### config.mk
export PLATFORM = sky130hd
export DESIGN_NAME = trig_encoder_seq
export DESIGN_NICKNAME = d
export VERILOG_FILES = /design/src/rtl/trig_encoder_seq_pkg.sv /design/src/rtl/trig_enc_chan.sv /design/src/rtl/trig_encoder_seq.sv
export SDC_FILE = /design/constraint.sdc
export NUM_CORES = 1
export LEC_CHECK = 0
export BUFFER_PORTS_ARGS = -buffer_cell sky130_fd_sc_hd__buf_2
export CAP_MARGIN = 10
export CORE_MARGIN = 1.5
export CORE_UTILIZATION = 48
export DETAILED_ROUTE_END_ITERATION = 16
export MAX_ROUTING_LAYER = met4
export PLACE_DENSITY = 0.75
export SYNTH_ARGS = -nofsm -noshare
export SYNTH_HDL_FRONTEND = slang
export SYNTH_SLANG_ARGS = --single-unit
### constraint.sdc
create_clock -name CLK -period 1.45 [get_ports CLK]
set_clock_uncertainty 0.15 [all_clocks]
set_input_delay 0.29 -clock CLK [delete_from_list [all_inputs] [get_ports CLK]]
set_output_delay 0.29 -clock CLK [all_outputs]
set_load 0.01 [all_outputs]
### src/rtl/trig_encoder_seq_pkg.sv
// Shared definitions for the registered trigger encoder: 3-bit event codes,
// per-channel FSM states and the code priority function.
package trig_encoder_seq_pkg;

  localparam logic [2:0] CODE_NONE         = 3'd0;
  localparam logic [2:0] CODE_PRE          = 3'd1;
  localparam logic [2:0] CODE_L1A_PRE      = 3'd2;
  localparam logic [2:0] CODE_L1A_MTCH_PRE = 3'd3;
  localparam logic [2:0] CODE_L1A          = 3'd4;
  localparam logic [2:0] CODE_L1A_MTCH     = 3'd5;
  localparam logic [2:0] CODE_RESYNC       = 3'd7;

  typedef enum logic {
    ST_IDLE = 1'b0,
    ST_HOLD = 1'b1
  } chan_state_e;

  // A match only means something alongside an L1A; on its own it codes as nothing.
  function automatic logic [2:0] enc_code(input logic l1a, input logic mtch, input logic pre);
    logic [2:0] code;
    if (l1a) begin
      if (mtch) code = pre ? CODE_L1A_MTCH_PRE : CODE_L1A_MTCH;
      else      code = pre ? CODE_L1A_PRE      : CODE_L1A;
    end else begin
      code = pre ? CODE_PRE : CODE_NONE;
    end
    return code;
  endfunction

endpackage

### src/rtl/trig_enc_chan.sv
// One channel of the trigger encoder: pending flags, IDLE/HOLD FSM, hold counter,
// sticky overrun flag and the registered 3-bit output.
module trig_enc_chan
  import trig_encoder_seq_pkg::*;
#(
  parameter int HOLD = 2
) (
  input  logic       clk,
  input  logic       rst_n,
  input  logic       enc_mode,
  input  logic       dcfeb_in_use,
  input  logic       snd_win,
  input  logic       resync_rst,
  input  logic       l1acfeb,
  input  logic       pre_lct,
  input  logic       mtch_win,
  input  logic       l1a_match,
  output logic [2:0] enc_bits,
  output logic       ovfl
);

  localparam int CW = (HOLD > 2) ? $clog2(HOLD) : 1;
  localparam logic [CW-1:0] HOLD_LD = CW'(HOLD - 1);
  localparam chan_state_e LOAD_ST = (HOLD > 1) ? ST_HOLD : ST_IDLE;

  chan_state_e   state_q, state_d;
  logic [CW-1:0] cnt_q, cnt_d;
  logic [2:0]    enc_q, enc_d;
  logic          p_pre_q, p_pre_d;
  logic          p_l1a_q, p_l1a_d;
  logic          p_mtch_q, p_mtch_d;
  logic          ovfl_q, ovfl_d;

  logic          eff_pre, eff_l1a, eff_mtch, pt_bit0;
  logic [2:0]    code;

  assign eff_pre  = pre_lct   | p_pre_q;
  assign eff_l1a  = l1acfeb   | p_l1a_q;
  assign eff_mtch = l1a_match | p_mtch_q;
  assign code     = enc_code(eff_l1a, eff_mtch, eff_pre);
  assign pt_bit0  = dcfeb_in_use ? (snd_win ? mtch_win : l1a_match) : pre_lct;

  always_comb begin
    state_d  = state_q;
    cnt_d    = cnt_q;
    enc_d    = enc_q;
    p_pre_d  = p_pre_q;
    p_l1a_d  = p_l1a_q;
    p_mtch_d = p_mtch_q;
    ovfl_d   = ovfl_q;

    if (!enc_mode) begin
      enc_d    = {resync_rst, l1acfeb, pt_bit0};
      p_pre_d  = 1'b0;
      p_l1a_d  = 1'b0;
      p_mtch_d = 1'b0;
      state_d  = ST_IDLE;
      cnt_d    = '0;
    end else if (resync_rst) begin
      enc_d    = CODE_RESYNC;
      p_pre_d  = 1'b0;
      p_l1a_d  = 1'b0;
      p_mtch_d = 1'b0;
      ovfl_d   = 1'b0;
      cnt_d    = HOLD_LD;
      state_d  = LOAD_ST;
    end else begin
      case (state_q)
        ST_IDLE: begin
          enc_d = code;
          // An orphan match survives a PRE-only code so a later L1A can still pick it up.
          p_pre_d  = 1'b0;
          p_l1a_d  = 1'b0;
          p_mtch_d = eff_mtch & ~eff_l1a;
          if (code != CODE_NONE) begin
            cnt_d   = HOLD_LD;
            state_d = LOAD_ST;
          end
        end
        ST_HOLD: begin
          p_pre_d  = eff_pre;
          p_l1a_d  = eff_l1a;
          p_mtch_d = eff_mtch;
          if ((pre_lct & p_pre_q) | (l1acfeb & p_l1a_q) | (l1a_match & p_mtch_q))
            ovfl_d = 1'b1;
          cnt_d = cnt_q - CW'(1);
          if (cnt_q <= CW'(1))
            state_d = ST_IDLE;
        end
        default: state_d = ST_IDLE;
      endcase
    end
  end

  always_ff @(posedge clk or negedge rst_n) begin
    if (!rst_n) begin
      state_q  <= ST_IDLE;
      cnt_q    <= '0;
      enc_q    <= CODE_NONE;
      p_pre_q  <= 1'b0;
      p_l1a_q  <= 1'b0;
      p_mtch_q <= 1'b0;
      ovfl_q   <= 1'b0;
    end else begin
      state_q  <= state_d;
      cnt_q    <= cnt_d;
      enc_q    <= enc_d;
      p_pre_q  <= p_pre_d;
      p_l1a_q  <= p_l1a_d;
      p_mtch_q <= p_mtch_d;
      ovfl_q   <= ovfl_d;
    end
  end

  assign enc_bits = enc_q;
  assign ovfl     = ovfl_q;

endmodule

### src/rtl/trig_encoder_seq.sv
// Registered trigger encoder: NCH independent channels, each holding its code for HOLD
// cycles and queueing events meanwhile; pass-through when not in encoded mode.
module trig_encoder_seq
  import trig_encoder_seq_pkg::*;
#(
  parameter int NCH  = 5,
  parameter int HOLD = 2
) (
  input  logic           CLK,
  input  logic           RST_N,
  input  logic           ENCODE,
  input  logic           DCFEB_IN_USE,
  input  logic           SND_WIN,
  input  logic           RESYNC_RST,
  input  logic           L1ACFEB,
  input  logic [NCH-1:0] PRE_LCT_OUT,
  input  logic [NCH-1:0] MTCH_WIN_0,
  input  logic [NCH-1:0] L1A_MATCH,
  output logic [NCH-1:0] ENC_BIT0,
  output logic [NCH-1:0] ENC_BIT1,
  output logic [NCH-1:0] ENC_BIT2,
  output logic [NCH-1:0] OVFL
);

  logic       enc_mode;
  logic [2:0] chan_bits [NCH];

  // A DCFEB always gets raw pass-through regardless of the encode request.
  assign enc_mode = ENCODE & ~DCFEB_IN_USE;

  for (genvar gi = 0; gi < NCH; gi++) begin : g_chan
    trig_enc_chan #(.HOLD(HOLD)) u_chan (
      .clk         (CLK),
      .rst_n       (RST_N),
      .enc_mode    (enc_mode),
      .dcfeb_in_use(DCFEB_IN_USE),
      .snd_win     (SND_WIN),
      .resync_rst  (RESYNC_RST),
      .l1acfeb     (L1ACFEB),
      .pre_lct     (PRE_LCT_OUT[gi]),
      .mtch_win    (MTCH_WIN_0[gi]),
      .l1a_match   (L1A_MATCH[gi]),
      .enc_bits    (chan_bits[gi]),
      .ovfl        (OVFL[gi])
    );
    assign ENC_BIT0[gi] = chan_bits[gi][0];
    assign ENC_BIT1[gi] = chan_bits[gi][1];
    assign ENC_BIT2[gi] = chan_bits[gi][2];
  end

endmodule

## Word-level counts from Yosys, hierarchy flattened

Cells that the tools add are included.
Widths: inputs -> output; s select.

- Output and inout bits: 20
- Register bits: 45
- Logic and storage cells: 287
- Input port bits: 22

- Magnitude comparators: 5
- Mux-type cells: 155
- Equality and inequality tests: 10
- Reductions and logical operators: 20
- Add/subtract/negate cells: 5
- Bitwise operators: 57

Operators by type and width:

| kind | number |
|---|---|
| $mux 3 | 35 |
| $mux 1 | 95 |
| $pmux 1 s2 | 25 |
| $or 1x1->1 | 25 |
| $and 1x1->1 | 21 |
| $reduce_bool 2->1 | 10 |
| $ne 4x3->1 const B | 4 |
| $ne 3x3->1 const B | 5 |
| $reduce_and 3->1 | 5 |
| $reduce_bool 3->1 | 5 |
| $not 1->1 | 11 |
| $le 1x1->1 const B | 5 |
| $sub 1x1->1 const B | 5 |
| $ne 4x4->1 const B | 1 |

## Logic depth before layout (Yosys ltp)

Gate-level depths: netlist of the first run.

- Word-level depth: 9
- Mapped depth: 4
- Depth with buffers taken out: 3

## Cells and area by module

From an unflattened synthesis of the first run, not the netlist that was laid out.

- Cell total of the unflattened synthesis: 191
- Area total of the unflattened synthesis: 1915.6 sq um

Modules (own cells, without submodules):

| module | instances | area an instance (sq um) | cells an instance | sequential area each (sq um) |
|---|---|---|---|---|
| trig_enc_chan | 5 | 380.4 | 38 | 200.2 |
| trig_encoder_seq | 1 | 13.8 | 1 | 0.0 |

## Least setup slack after synthesis of the first run

Ideal clock, no wire load.

- Kind: reg-to-reg
- From: register g_chan[0].u_chan.p_pre_q
- To: register g_chan[0].u_chan.enc_q[0]
- Library setup time: 0.136 ns
- Arrival: 1.086 ns
- Stages on the path, launching flop included: 4
- Slack: 0.078 ns
- Path through: dfrtp_1 or4_1 o311ai_0 a21oi_1

- Cells in the longest elaborated chain, start to end: 6

RTL lines:

| what | line | source |
|---|---|---|
| from (decl) | trig_enc_chan.sv:29 | `logic p_pre_q, p_pre_d;` |
| from (signal assigned) | trig_enc_chan.sv:108 | `p_pre_q <= p_pre_d;` |
| $or 1x1->1 | trig_enc_chan.sv:37 | `assign eff_pre = pre_lct \| p_pre_q;` |
| $mux 1 | trig_encoder_seq_pkg.sv:25 | `code = pre ? CODE_PRE : CODE_NONE;` |
| $mux 3 | trig_encoder_seq_pkg.sv:21 | `if (l1a) begin` |
| $mux 3 | trig_enc_chan.sv:68 | `case (state_q)` |
| $mux 3 | trig_enc_chan.sv:59 | `end else if (resync_rst) begin` |
| $mux 3 | trig_enc_chan.sv:52 | `if (!enc_mode) begin` |
| to (signal assigned) | trig_enc_chan.sv:107 | `enc_q <= enc_d;` |
| to (decl) | trig_enc_chan.sv:28 | `logic [2:0] enc_q, enc_d;` |

No other way between the ends. The select of a mux whose other input is x is not followed.
A chain may end at the register's enable or synchronous reset.

## Final worst setup path of the first run

- From: register g_chan[3].u_chan.p_pre_q
- To: register g_chan[3].u_chan.enc_q[0]

- Cells in the longest elaborated chain, start to end: 6

RTL lines:

| what | line |
|---|---|
| from (decl) | trig_enc_chan.sv:29 |
| from (signal assigned) | trig_enc_chan.sv:108 |
| $or 1x1->1 | trig_enc_chan.sv:37 |
| $mux 1 | trig_encoder_seq_pkg.sv:25 |
| $mux 3 | trig_encoder_seq_pkg.sv:21 |
| $mux 3 | trig_enc_chan.sv:68 |
| $mux 3 | trig_enc_chan.sv:59 |
| $mux 3 | trig_enc_chan.sv:52 |
| to (signal assigned) | trig_enc_chan.sv:107 |
| to (decl) | trig_enc_chan.sv:28 |

No other way between the ends. The select of a mux whose other input is x is not followed.

==> results.yml, run 1 <==
placement:
  dp_cells: 292
  portBuffers: 41
  gp_congestion: 0.848
  dp_hpwl_mm: 3.42
synthesis:
  yosysWarnings: 0
  synthMuxAreaShare_pct: 2.64
  ys_ff_latch: 40
  synth_top_family_by_area: "compound AO/OA/AOI/OAI gates"
  seq_area_frac_synth_pct: 52.7
  netlist_area_mm2: 0.00190
  synthAdderAreaFrac_pct: 0
  syn_nets: 209
  synth-xor-area-share_pct: 0
  syn_inst: 187
  synth_compound_gate_area_share_pct: 21.7
  syn_avg_cell_area_um2: 10.2
  yosys.area_share.simple_pct: 18.1
  ys_types: 31
pwr:
  p_switching_mw: 0.597
  p_seq_share_pct: 51.9
  p_int_mw: 1.73
  swShare_pct: 25.7
  p_leak_nw: 1.19
  clock_power_share_pct: 32.1
  p_per_area_mw_per_mm2: 963
  p_comb_share_pct: 16.0
  ir_worst_vdd_mv: 0.623
critical_path:
  crit_fanout: 2
  worst_r2r_path_depth: 3
  cp.required_ns: 1.47
  cp.arrival_ns: 1.43
  rrSetupSlack_ns: 0.04
  worstSetupPathType: "flop to flop"
  setup.worst_path.start_class: "flop"
  end_kind: "flop"
sta:
  final_hold_viol_count: 0
  rsz0062_at_grt: "yes"
  hold_ws_ns: 0.140
  slew_headroom_pct: 73.9
  drv_slew: 0
  fin_crit_ns: 1.41
  tns_ns: 0
  worstMarginPinSlew_ns: 0.392
  finalCritPeriodShare_pct: 97.4
  max_freq_mhz: 708
  setup_viol: 0
clocking:
  clkTransAtPathRegs_ns: 0.07
  clock-root-buffer: "clkbuf_8"
  cts_buffers: 5
  cts_tree: "built"
  htree_levels: 2
  ctsLongestPathBuffers: 2
  clk_latency_ns: 0.29
  cts.sinks: 40
finish:
  final_util_pct: 64.9
  syn2layout_area_growth_pct: 27.1
  finalNonFillerCells: 301
  drive_gt1_share_pct: 30.0
  final_nets: 274
  final_common_cell: "buf_2"
  diodes: 0
  layout_common_cells: "buf_2, dfrtp_1, nor2_1"
routing:
  dr.pass1.iters: 4
  topRoutingLayerUsed: "met4"
  drcViolationCount: 0
  routedWlPerCell_um: 15.5
  ant_nets: 0
  wl_met2_mm: 2.28
  met1_length_mm: 1.98
  vias_per_cell: 5.67
  vias: 1708
  drt_iter0_markers: 182
  wl_met3_um: 337
  routed_wl_mm: 4.67
global_route:
  grt-ovfl-total: 0
  grtUsageTotal_pct: 25.1
  grt_pass1_wl_mm: 7.73
  grt_pass1_vias: 1619
  antenna_found_initial: 0
  grt_max_degree: 26
die:
  fp.coreArea_mm2: 0.00372
  die-area_mm2: 0.00434
  pin_count: 42
  core.rowCount: 22
  die_w_um: 65.9
  start_util_pct: 51.1
  die_h_um: 65.9
worst_hold_path:
  holdPathStages: 3
  hold_path.class: "input pin to flop"
run_status:
  status: "completed"
job:
  maxCapViolCount: 0
-- power groups by stage --
stage | Sequential, mW | Clock (mW) | Combinational (mW)
finish | 1.21 | 0.747 | 0.371
global route | 1.21 | 0.825 | 0.412
CTS | 1.21 | 0.766 | 0.372
detailed placement | 1.23 | 0 | 0.368
global placement | 1.22 | 0 | 0.364
floorplan | 1.24 | 0 | 0.159
-- through the flow --
stage / setup slack [ns] / power [mW] / instance area [um2]
2_1_floorplan: 0.0776 / 1.40 / 1900
3_3_place_gp: -0.108 / 1.59 / 2310
3_5_place_dp: -0.136 / 1.59 / 2310
4_1_cts: 0.0134 / 2.34 / 2410
5_1_grt: -0.0253 / 2.45 / 2410
6_report: 0.0383 / 2.32 / 2410
-- logic make-up after synthesis --
kind of cell	count (synthesis)
AO/OA/AOI/OAI	58
buffers and inverters	17
multiplexers	5
AND/OR/NAND/NOR	67
flip-flops	40
-- sequential cells by signal, indices dropped and copies added (netlist names) --
register and cells:
g_chan.u_chan.state_q 5, g_chan.u_chan.p_l1a_q 5, g_chan.u_chan.p_mtch_q 5, g_chan.u_chan.p_pre_q 5, g_chan.u_chan.ovfl 5, g_chan.u_chan.enc_bits 15
-- timing repair --
item,in CTS,in global routing
resized for setup,0,2
endpoints found under the setup margin,0,4
hold buffers,1,0
buffers inserted,0,0
hold endpoints to repair,15,0
-- cell usage after synthesis --
master / instances / area share (%)
buf_6: 1 / 0.59
o22ai_1: 5 / 1.6
a21o_1: 10 / 4.0
dfrtp_1: 40 / 53
nor2_2: 1 / 0.33
mux2i_1: 5 / 2.6
nand4bb_1: 4 / 2.4
nand2b_1: 1 / 0.33
o22a_1: 1 / 0.46
o311ai_0: 5 / 2.3
a222oi_1: 5 / 2.6
o21a_1: 5 / 2.0
or4_1: 5 / 2.0
inv_1: 5 / 0.99
a21boi_1: 1 / 0.40
o41ai_1: 5 / 2.3
and2b_1: 1 / 0.40
nand3b_1: 1 / 0.40
a2bb2oi_1: 1 / 0.46
clkbuf_1: 4 / 0.79
nand2_1: 5 / 0.99
or2_1: 1 / 0.33
a21oi_1: 15 / 4.0
or3_1: 4 / 1.3
o21ai_0: 1 / 0.26
nor3_1: 10 / 2.6
buf_2: 2 / 0.53
nor2_1: 33 / 6.5
buf_4: 5 / 2.0
a31oi_1: 4 / 1.3
or3b_1: 1 / 0.46
-- metal layers --
metal / up-vias / global-route usage [%]
met4: 0 / 7.81
met2: 60 / 40.2
met1: 810 / 31.7
met3: 6 / 5.96
met5: - / -
li1: 832 / -
-- final timing paths --
check	startpoint	to
min in group asynchronous	RST_N	g_chan[3].u_chan.ovfl$_DFFE_PN0P_
min	PRE_LCT_OUT[0]	g_chan[0].u_chan.p_pre_q$_DFF_PN0_
max reg2reg	g_chan[3].u_chan.p_pre_q$_DFF_PN0_	g_chan[3].u_chan.enc_bits[0]$_DFFE_PN0P_
min reg2reg	g_chan[2].u_chan.ovfl$_DFFE_PN0P_	g_chan[2].u_chan.ovfl$_DFFE_PN0P_
max in group asynchronous	RST_N	g_chan[1].u_chan.state_q$_DFF_PN0_
max	g_chan[3].u_chan.p_pre_q$_DFF_PN0_	g_chan[3].u_chan.enc_bits[0]$_DFFE_PN0P_
-- final cells by class --
cell class                      instances  area (um2)
Multi-Input combinational cell        130         805
Tap cell                               48        60.1
Timing Repair Buffer                   70         438
Inverter                                5        18.8
Sequential cell                        40        1000
Fill cell                             330        1300
Clock buffer                            8        90.1
-- critical path, cell delays in order, from the launching register on --
cell and delay [ns]:
dfrtp_1 0.39, or4_1 0.53, o311ai_1 0.12, a21oi_1 0.10
Power figures use the tool's default switching activity.
==> run 2, diff against run 1 <==
--- a/config.mk
+++ b/config.mk
@@ -5,10 +5,11 @@
 export SDC_FILE = /design/constraint.sdc
 export NUM_CORES = 1
 export LEC_CHECK = 0
+export ABC_AREA = 1
 export BUFFER_PORTS_ARGS = -buffer_cell sky130_fd_sc_hd__buf_2
 export CAP_MARGIN = 10
 export CORE_MARGIN = 1.5
-export CORE_UTILIZATION = 48
+export CORE_UTILIZATION = 49
 export DETAILED_ROUTE_END_ITERATION = 16
 export MAX_ROUTING_LAYER = met4
 export PLACE_DENSITY = 0.75
==> run 2 against run 1 <==
- synthesized cell count up 45%
- non-clock buffer count down 13
- die area up 7.2%
- global-route usage up 0.37 points
- critical path depth down 2
- flip-flop and latch count unchanged
==> results.yml, run 2 <==
die:
  fp.coreArea_mm2: 0.00406
  die-area_mm2: 0.00465
  pin_count: 42
  core.rowCount: 23
  start_util_pct: 51.3
  die_h_um: 68.2
  die_w_um: 68.2
worst_hold_path:
  hold_path.class: "input pin to flop"
  holdCritStartpoint: "PRE_LCT_OUT[4]"
  worstHoldEndpoint: "g_chan[4].u_chan.p_pre_q$_DFF_PN0_"
  holdPathStages: 3
finish:
  multi_input_area_um2: 883
  regArea_mm2: 0.00100
  final_common_cell: "nand2_1"
  syn2layout_area_growth_pct: 21.9
  drive_gt1_share_pct: 25.7
  nFillCells: 362
  largest_reg_flops: 15
  finalNonFillerCells: 377
  final_nets: 348
  layout_common_cells: "nand2_1, buf_2, dfrtp_1"
  diodes: 0
synthesis:
  yosysTopAreaCell: "dfrtp_1"
  yosysWarnings: 0
  ys_top_cells_by_area: "dfrtp_1, nand2_1, nand3_1"
  synth_flop_cell: "dfrtp_1"
  seq_area_frac_synth_pct: 48.0
  synth_top_area_share_pct: 48.0
  netlist_area_mm2: 0.00208
  synth_edf_count: 0
  ys_ff_latch: 40
  synth.most_common_cell: "nand2_1"
  ys_types: 21
  syn_nets: 293
  syn_inst: 271
  yosys-top-cells-count: "nand2_1, dfrtp_1, nor2_1, nand3_1, inv_1"
  syn_avg_cell_area_um2: 7.69
  async_flop_share_pct: 100
pwr:
  p_per_area_mw_per_mm2: 1030
  p_leak_nw: 1.44
  total_power_mw: 2.62
  ir_worst_vdd_mv: 0.632
critical_path:
  rr_startpoint: "g_chan[0].u_chan.p_pre_q$_DFF_PN0_"
  worst_r2r_path_depth: 6
  rrSetupSlack_ns: 0.22
  r2r-end: "g_chan[0].u_chan.enc_bits[0]$_DFFE_PN0P_"
  cp.arrival_ns: 0.84
  path_cells: "buf_2"
  end_kind: "output pin"
  slowest_stage: "dfrtp_1"
  max_stage_delay_ns: 0.40
  worstSetupPathType: "flop to output pin"
  cp.required_ns: 1.01
  timing.critical_path.buf_inv: 1
  setup.worst_path.start_class: "flop"
  cp_top_family: "flip-flops"
  crit_fanout: 2
sta:
  rsz0062_at_grt: "no"
  fin_crit_ns: 1.28
  finalCritPeriodShare_pct: 88.0
  final_hold_viol_count: 0
  worstMarginPinSlew_ns: 0.275
  slew_headroom_pct: 81.6
  tns_ns: 0
  max_freq_mhz: 783
  finalWorstSetupSlack_ns: 0.173
  setup_viol: 0
  drv_slew: 0
global_route:
  grt_max_degree: 41
  antenna_found_initial: 0
  grtUsageTotal_pct: 25.5
  grt-ovfl-total: 0
  grt_pass1_vias: 1818
  grt_pass1_wl_mm: 8.23
placement:
  dp_cells: 368
  dp_slack_ns: 0.0653
  portBuffers: 41
  gp_congestion: 0.850
  dp_hpwl_mm: 3.57
clocking:
  clock-root-buffer: "clkbuf_8"
  cts_buffers: 5
  ctsLongestPathBuffers: 2
  post-cts-setup-buffers: 0
  cts.sinks: 40
  clkTransAtPathRegs_ns: 0.08
  clk_latency_ns: 0.30
  cts_tree: "built"
  htree_levels: 2
routing:
  vias: 1867
  dr.pass1.iters: 4
  drcViolationCount: 0
  drt_iter0_markers: 156
  ant_nets: 0
  routedWlPerCell_um: 12.9
  vias_per_cell: 4.95
  routed_wl_mm: 4.85
job:
  maxCapViolCount: 0
run_status:
  status: "completed"
-- run 2: cell count changes after synthesis, sizes merged, moves of 9 or more --
cell,previous run,this run
nor3,10,1
a21o,10,0
inv,5,32
nand3,0,33
nand2,5,98
a21oi,15,6
-- run 2: what timing repair did --
item / in CTS / in global routing
resized for setup: 0 / 0
endpoints found under the hold margin: 40 / 0
hold buffers: 1 / 0
-- run 2: where the power goes --
| part | internal [mW] | total, mW | switching, mW |
|---|---|---|---|
| registers | 1.17 | 1.21 | 0.0362 |
| clock network | 0.607 | 1.01 | 0.398 |
| logic | 0.152 | 0.401 | 0.249 |
-- run 2: logic make-up (layout without fill, tap and decap cells) --
kind of cell / Yosys count / in the layout / share of synthesized area [%]
simple gates: 180 / 180 / 38.4
buf+inv: 41 / 97 / 9.55
flops: 40 / 40 / 48.0
compound gates: 10 / 10 / 4.02
-- run 2: worst max-delay path by stage --
stage,startpoint,end,slack [ns],cells past startpoint
floorplan,DCFEB_IN_USE,g_chan[2].u_chan.enc_bits[1]$_DFFE_PN0P_,0.33,7
global placement,DCFEB_IN_USE,g_chan[2].u_chan.enc_bits[1]$_DFFE_PN0P_,0.09,8
detailed placement,DCFEB_IN_USE,g_chan[2].u_chan.enc_bits[1]$_DFFE_PN0P_,0.07,8
CTS,g_chan[4].u_chan.ovfl$_DFFE_PN0P_,OVFL[4],0.16,1
global route,g_chan[0].u_chan.p_pre_q$_DFF_PN0_,g_chan[0].u_chan.enc_bits[0]$_DFFE_PN0P_,0.05,6
finish,g_chan[4].u_chan.ovfl$_DFFE_PN0P_,OVFL[4],0.17,1
-- run 2: area by class of cell --
class | instances | share of cell area (%)
repair buffers | 57 | 13.4
clock buffers | 7 | 3.79
flip-flops and latches | 40 | 39.4
clock inverters | 1 | 1.18
inverters | 32 | 4.93
well taps | 50 | 2.46
multi-input cells | 190 | 34.8
-- run 2: layer usage --
metal | track usage [%] | vias to the layer above | wire (um)
li1 | - | 947 | -
met5 | - | - | 0
met3 | 4.93 | 5 | 218
met2 | 39.9 | 42 | 2300
met1 | 32.0 | 873 | 2250
met4 | 11.3 | 0 | 76
-- run 2: worst reg2reg max path: stages (launching register included) --
cell and delay [ns]:
dfrtp_1 0.39, nor2_1 0.22, nand2_1 0.12, nand3_1 0.11
nand2_1 0.05, nand2_1 0.05, nand2_1 0.04
-- run 2: metrics by stage --
stage	instance area (um2)	hold slack, ns	utilization (%)
after detailed placement	2400	0.129	59.2
final	2540	0.140	62.6
after CTS	2540	0.132	62.6
after floorplan	2080	-0.156	-
after global routing	2540	0.160	62.6
after global placement	2400	0.127	59.2
==> run 3, diff against run 2 <==
--- a/config.mk
+++ b/config.mk
@@ -6,13 +6,14 @@
 export NUM_CORES = 1
 export LEC_CHECK = 0
 export ABC_AREA = 1
+export ABC_CLOCK_PERIOD_IN_PS = 1450
 export BUFFER_PORTS_ARGS = -buffer_cell sky130_fd_sc_hd__buf_2
 export CAP_MARGIN = 10
 export CORE_MARGIN = 1.5
-export CORE_UTILIZATION = 49
+export CORE_UTILIZATION = 47
 export DETAILED_ROUTE_END_ITERATION = 16
 export MAX_ROUTING_LAYER = met4
-export PLACE_DENSITY = 0.75
+export PLACE_DENSITY = 0.73
 export SYNTH_ARGS = -nofsm -noshare
 export SYNTH_HDL_FRONTEND = slang
 export SYNTH_SLANG_ARGS = --single-unit
==> run 3 against run 2 <==
- worst setup slack is essentially flat
- critical path depth is the same
- clock power shrank 4%
- cell count shrank 0.53%
- via count shrank 0.32%
- routed wire length grew 3.7%
- sequential power is essentially flat
- final area shrank 1.3%
- highest routed layer unchanged
==> results.yml, run 3 (synthesis gave the netlist of run 2 again) <==
run_status:
  status: "completed"
pwr:
  p_int_mw: 1.88
  p_switching_mw: 0.698
  ir_worst_vdd_mv: 0.517
  clock_power_share_pct: 37.6
  p_per_area_mw_per_mm2: 1030
  p_seq_share_pct: 46.9
  swShare_pct: 27.0
  p_comb_share_pct: 15.4
  p_leak_nw: 1.42
sta:
  worstMarginPinSlew_ns: 0.303
  finalCritPeriodShare_pct: 88.1
  slew_headroom_pct: 79.8
  fin_crit_ns: 1.28
  drv_slew: 0
  rsz0062_at_grt: "no"
  finalWorstSetupSlack_ns: 0.173
  max_freq_mhz: 783
  final_hold_viol_count: 0
  setup_viol: 0
  tns_ns: 0
placement:
  dp_slack_ns: 0.0593
  place_area_mm2: 0.00237
  dp_hpwl_mm: 3.77
  dp_cells: 366
  portBuffers: 41
  gp_congestion: 0.906
clocking:
  ctsLongestPathBuffers: 2
  clkTransAtPathRegs_ns: 0.09
  hold_buffers: 1
  cts_resized: 0
  post-cts-setup-buffers: 0
  htree_levels: 2
  clock-root-buffer: "clkbuf_8"
  cts_buffers: 5
  cts.sinks: 40
  clk_latency_ns: 0.30
  cts_tree: "built"
worst_hold_path:
  hold_path.class: "input pin to flop"
critical_path:
  slowest_stage: "dfrtp_1"
  cp.arrival_ns: 0.84
  worstSetupPathType: "flop to output pin"
  cp_top_family: "flip-flops"
  cp.required_ns: 1.01
  max_stage_delay_ns: 0.40
  path_cells: "buf_2"
  setup.worst_path.start_class: "flop"
  crit_fanout: 2
  end_kind: "output pin"
  timing.critical_path.buf_inv: 1
finish:
  drive_gt1_share_pct: 24.8
  nFillCells: 414
  layout_common_cells: "nand2_1, buf_2, dfrtp_1"
  final_util_pct: 58.4
  final_nets: 344
  largest_reg_flops: 15
  finalNonFillerCells: 375
  diodes: 0
  final_area_mm2: 0.00251
  final_common_cell: "nand2_1"
  syn2layout_area_growth_pct: 20.3
  multi_input_area_um2: 883
  regArea_mm2: 0.00100
routing:
  vias: 1861
  drt_iter0_markers: 88
  ant_nets: 0
  drcViolationCount: 0
  dr.pass1.iters: 4
  routed_wl_mm: 5.03
  routedWlPerCell_um: 13.4
  vias_per_cell: 4.96
die:
  core.rowCount: 24
  die_h_um: 69.6
  die-area_mm2: 0.00484
  start_util_pct: 48.5
  die_w_um: 69.6
  fp.coreArea_mm2: 0.00429
  pin_count: 42
global_route:
  grt_max_degree: 41
  grt_pass1_vias: 1911
  grt-ovfl-total: 0
  antenna_found_initial: 0
  grtUsageTotal_pct: 23.3
  grt_pass1_wl_mm: 8.45
job:
  maxCapViolCount: 0
run 3: changes by cell type in the layout (fill, tap and decap cells not counted):
cell      previous run  this run
buf_4               14        10
clkbuf_8             7         6
clkinv_4             0         1
run 3: worst paths after layout:
check / slack (ns) / cells past startpoint / from / to
hold reg to reg: 0.33 / 2 / g_chan[3].u_chan.enc_bits[1]$_DFFE_PN0P_ / g_chan[3].u_chan.enc_bits[1]$_DFFE_PN0P_
setup / recovery: 0.17 / 1 / g_chan[4].u_chan.enc_bits[0]$_DFFE_PN0P_ / ENC_BIT0[4]
max in group asynchronous: 0.61 / 3 / RST_N / g_chan[3].u_chan.state_q$_DFF_PN0_
setup reg to reg: 0.22 / 6 / g_chan[0].u_chan.p_pre_q$_DFF_PN0_ / g_chan[0].u_chan.enc_bits[0]$_DFFE_PN0P_
hold / removal: 0.15 / 3 / PRE_LCT_OUT[4] / g_chan[4].u_chan.p_pre_q$_DFF_PN0_
min in group asynchronous: 0.34 / 3 / RST_N / g_chan[2].u_chan.enc_bits[0]$_DFFE_PN0P_
run 3: layer usage:
metal,up-vias,track usage (%),share of wire (%)
met1,858,27.9,45
met5,-,-,0
li1,940,-,-
met3,10,4.80,5.6
met2,53,37.9,48
met4,0,10.9,2.2
run 3: per-stage QoR:
step / hold slack (ns) / power [mW]
2_1_floorplan: -0.156 / 1.45
3_3_place_gp: 0.129 / 1.62
3_5_place_dp: 0.125 / 1.63
4_1_cts: 0.146 / 2.59
5_1_grt: 0.170 / 2.69
6_report: 0.153 / 2.58
run 3: area by class of cell:
cell class	count	area share, %
Tap cell	52	2.60
Multi-Input combinational cell	190	35.2
Inverter	32	4.99
Sequential cell	40	39.9
Timing Repair Buffer	53	12.4
Clock buffer	6	3.30
Clock inverter	2	1.55
run 3: worst reg2reg max path, cell delays in order (launching register included):
cell,delay (ns)
dfrtp_1,0.39
nor2_1,0.22
nand2_1,0.11
nand3_1,0.09
nand2_1,0.05
nand2_1,0.05
nand2_1,0.06
run 3: power groups by stage:
stage / Combinational (mW) / Sequential (mW) / Clock [mW]
3_3_place_gp: 0.391 / 1.23 / 0
6_report: 0.398 / 1.21 / 0.971
2_1_floorplan: 0.201 / 1.25 / 0
4_1_cts: 0.402 / 1.21 / 0.979
5_1_grt: 0.449 / 1.22 / 1.03
3_5_place_dp: 0.397 / 1.23 / 0
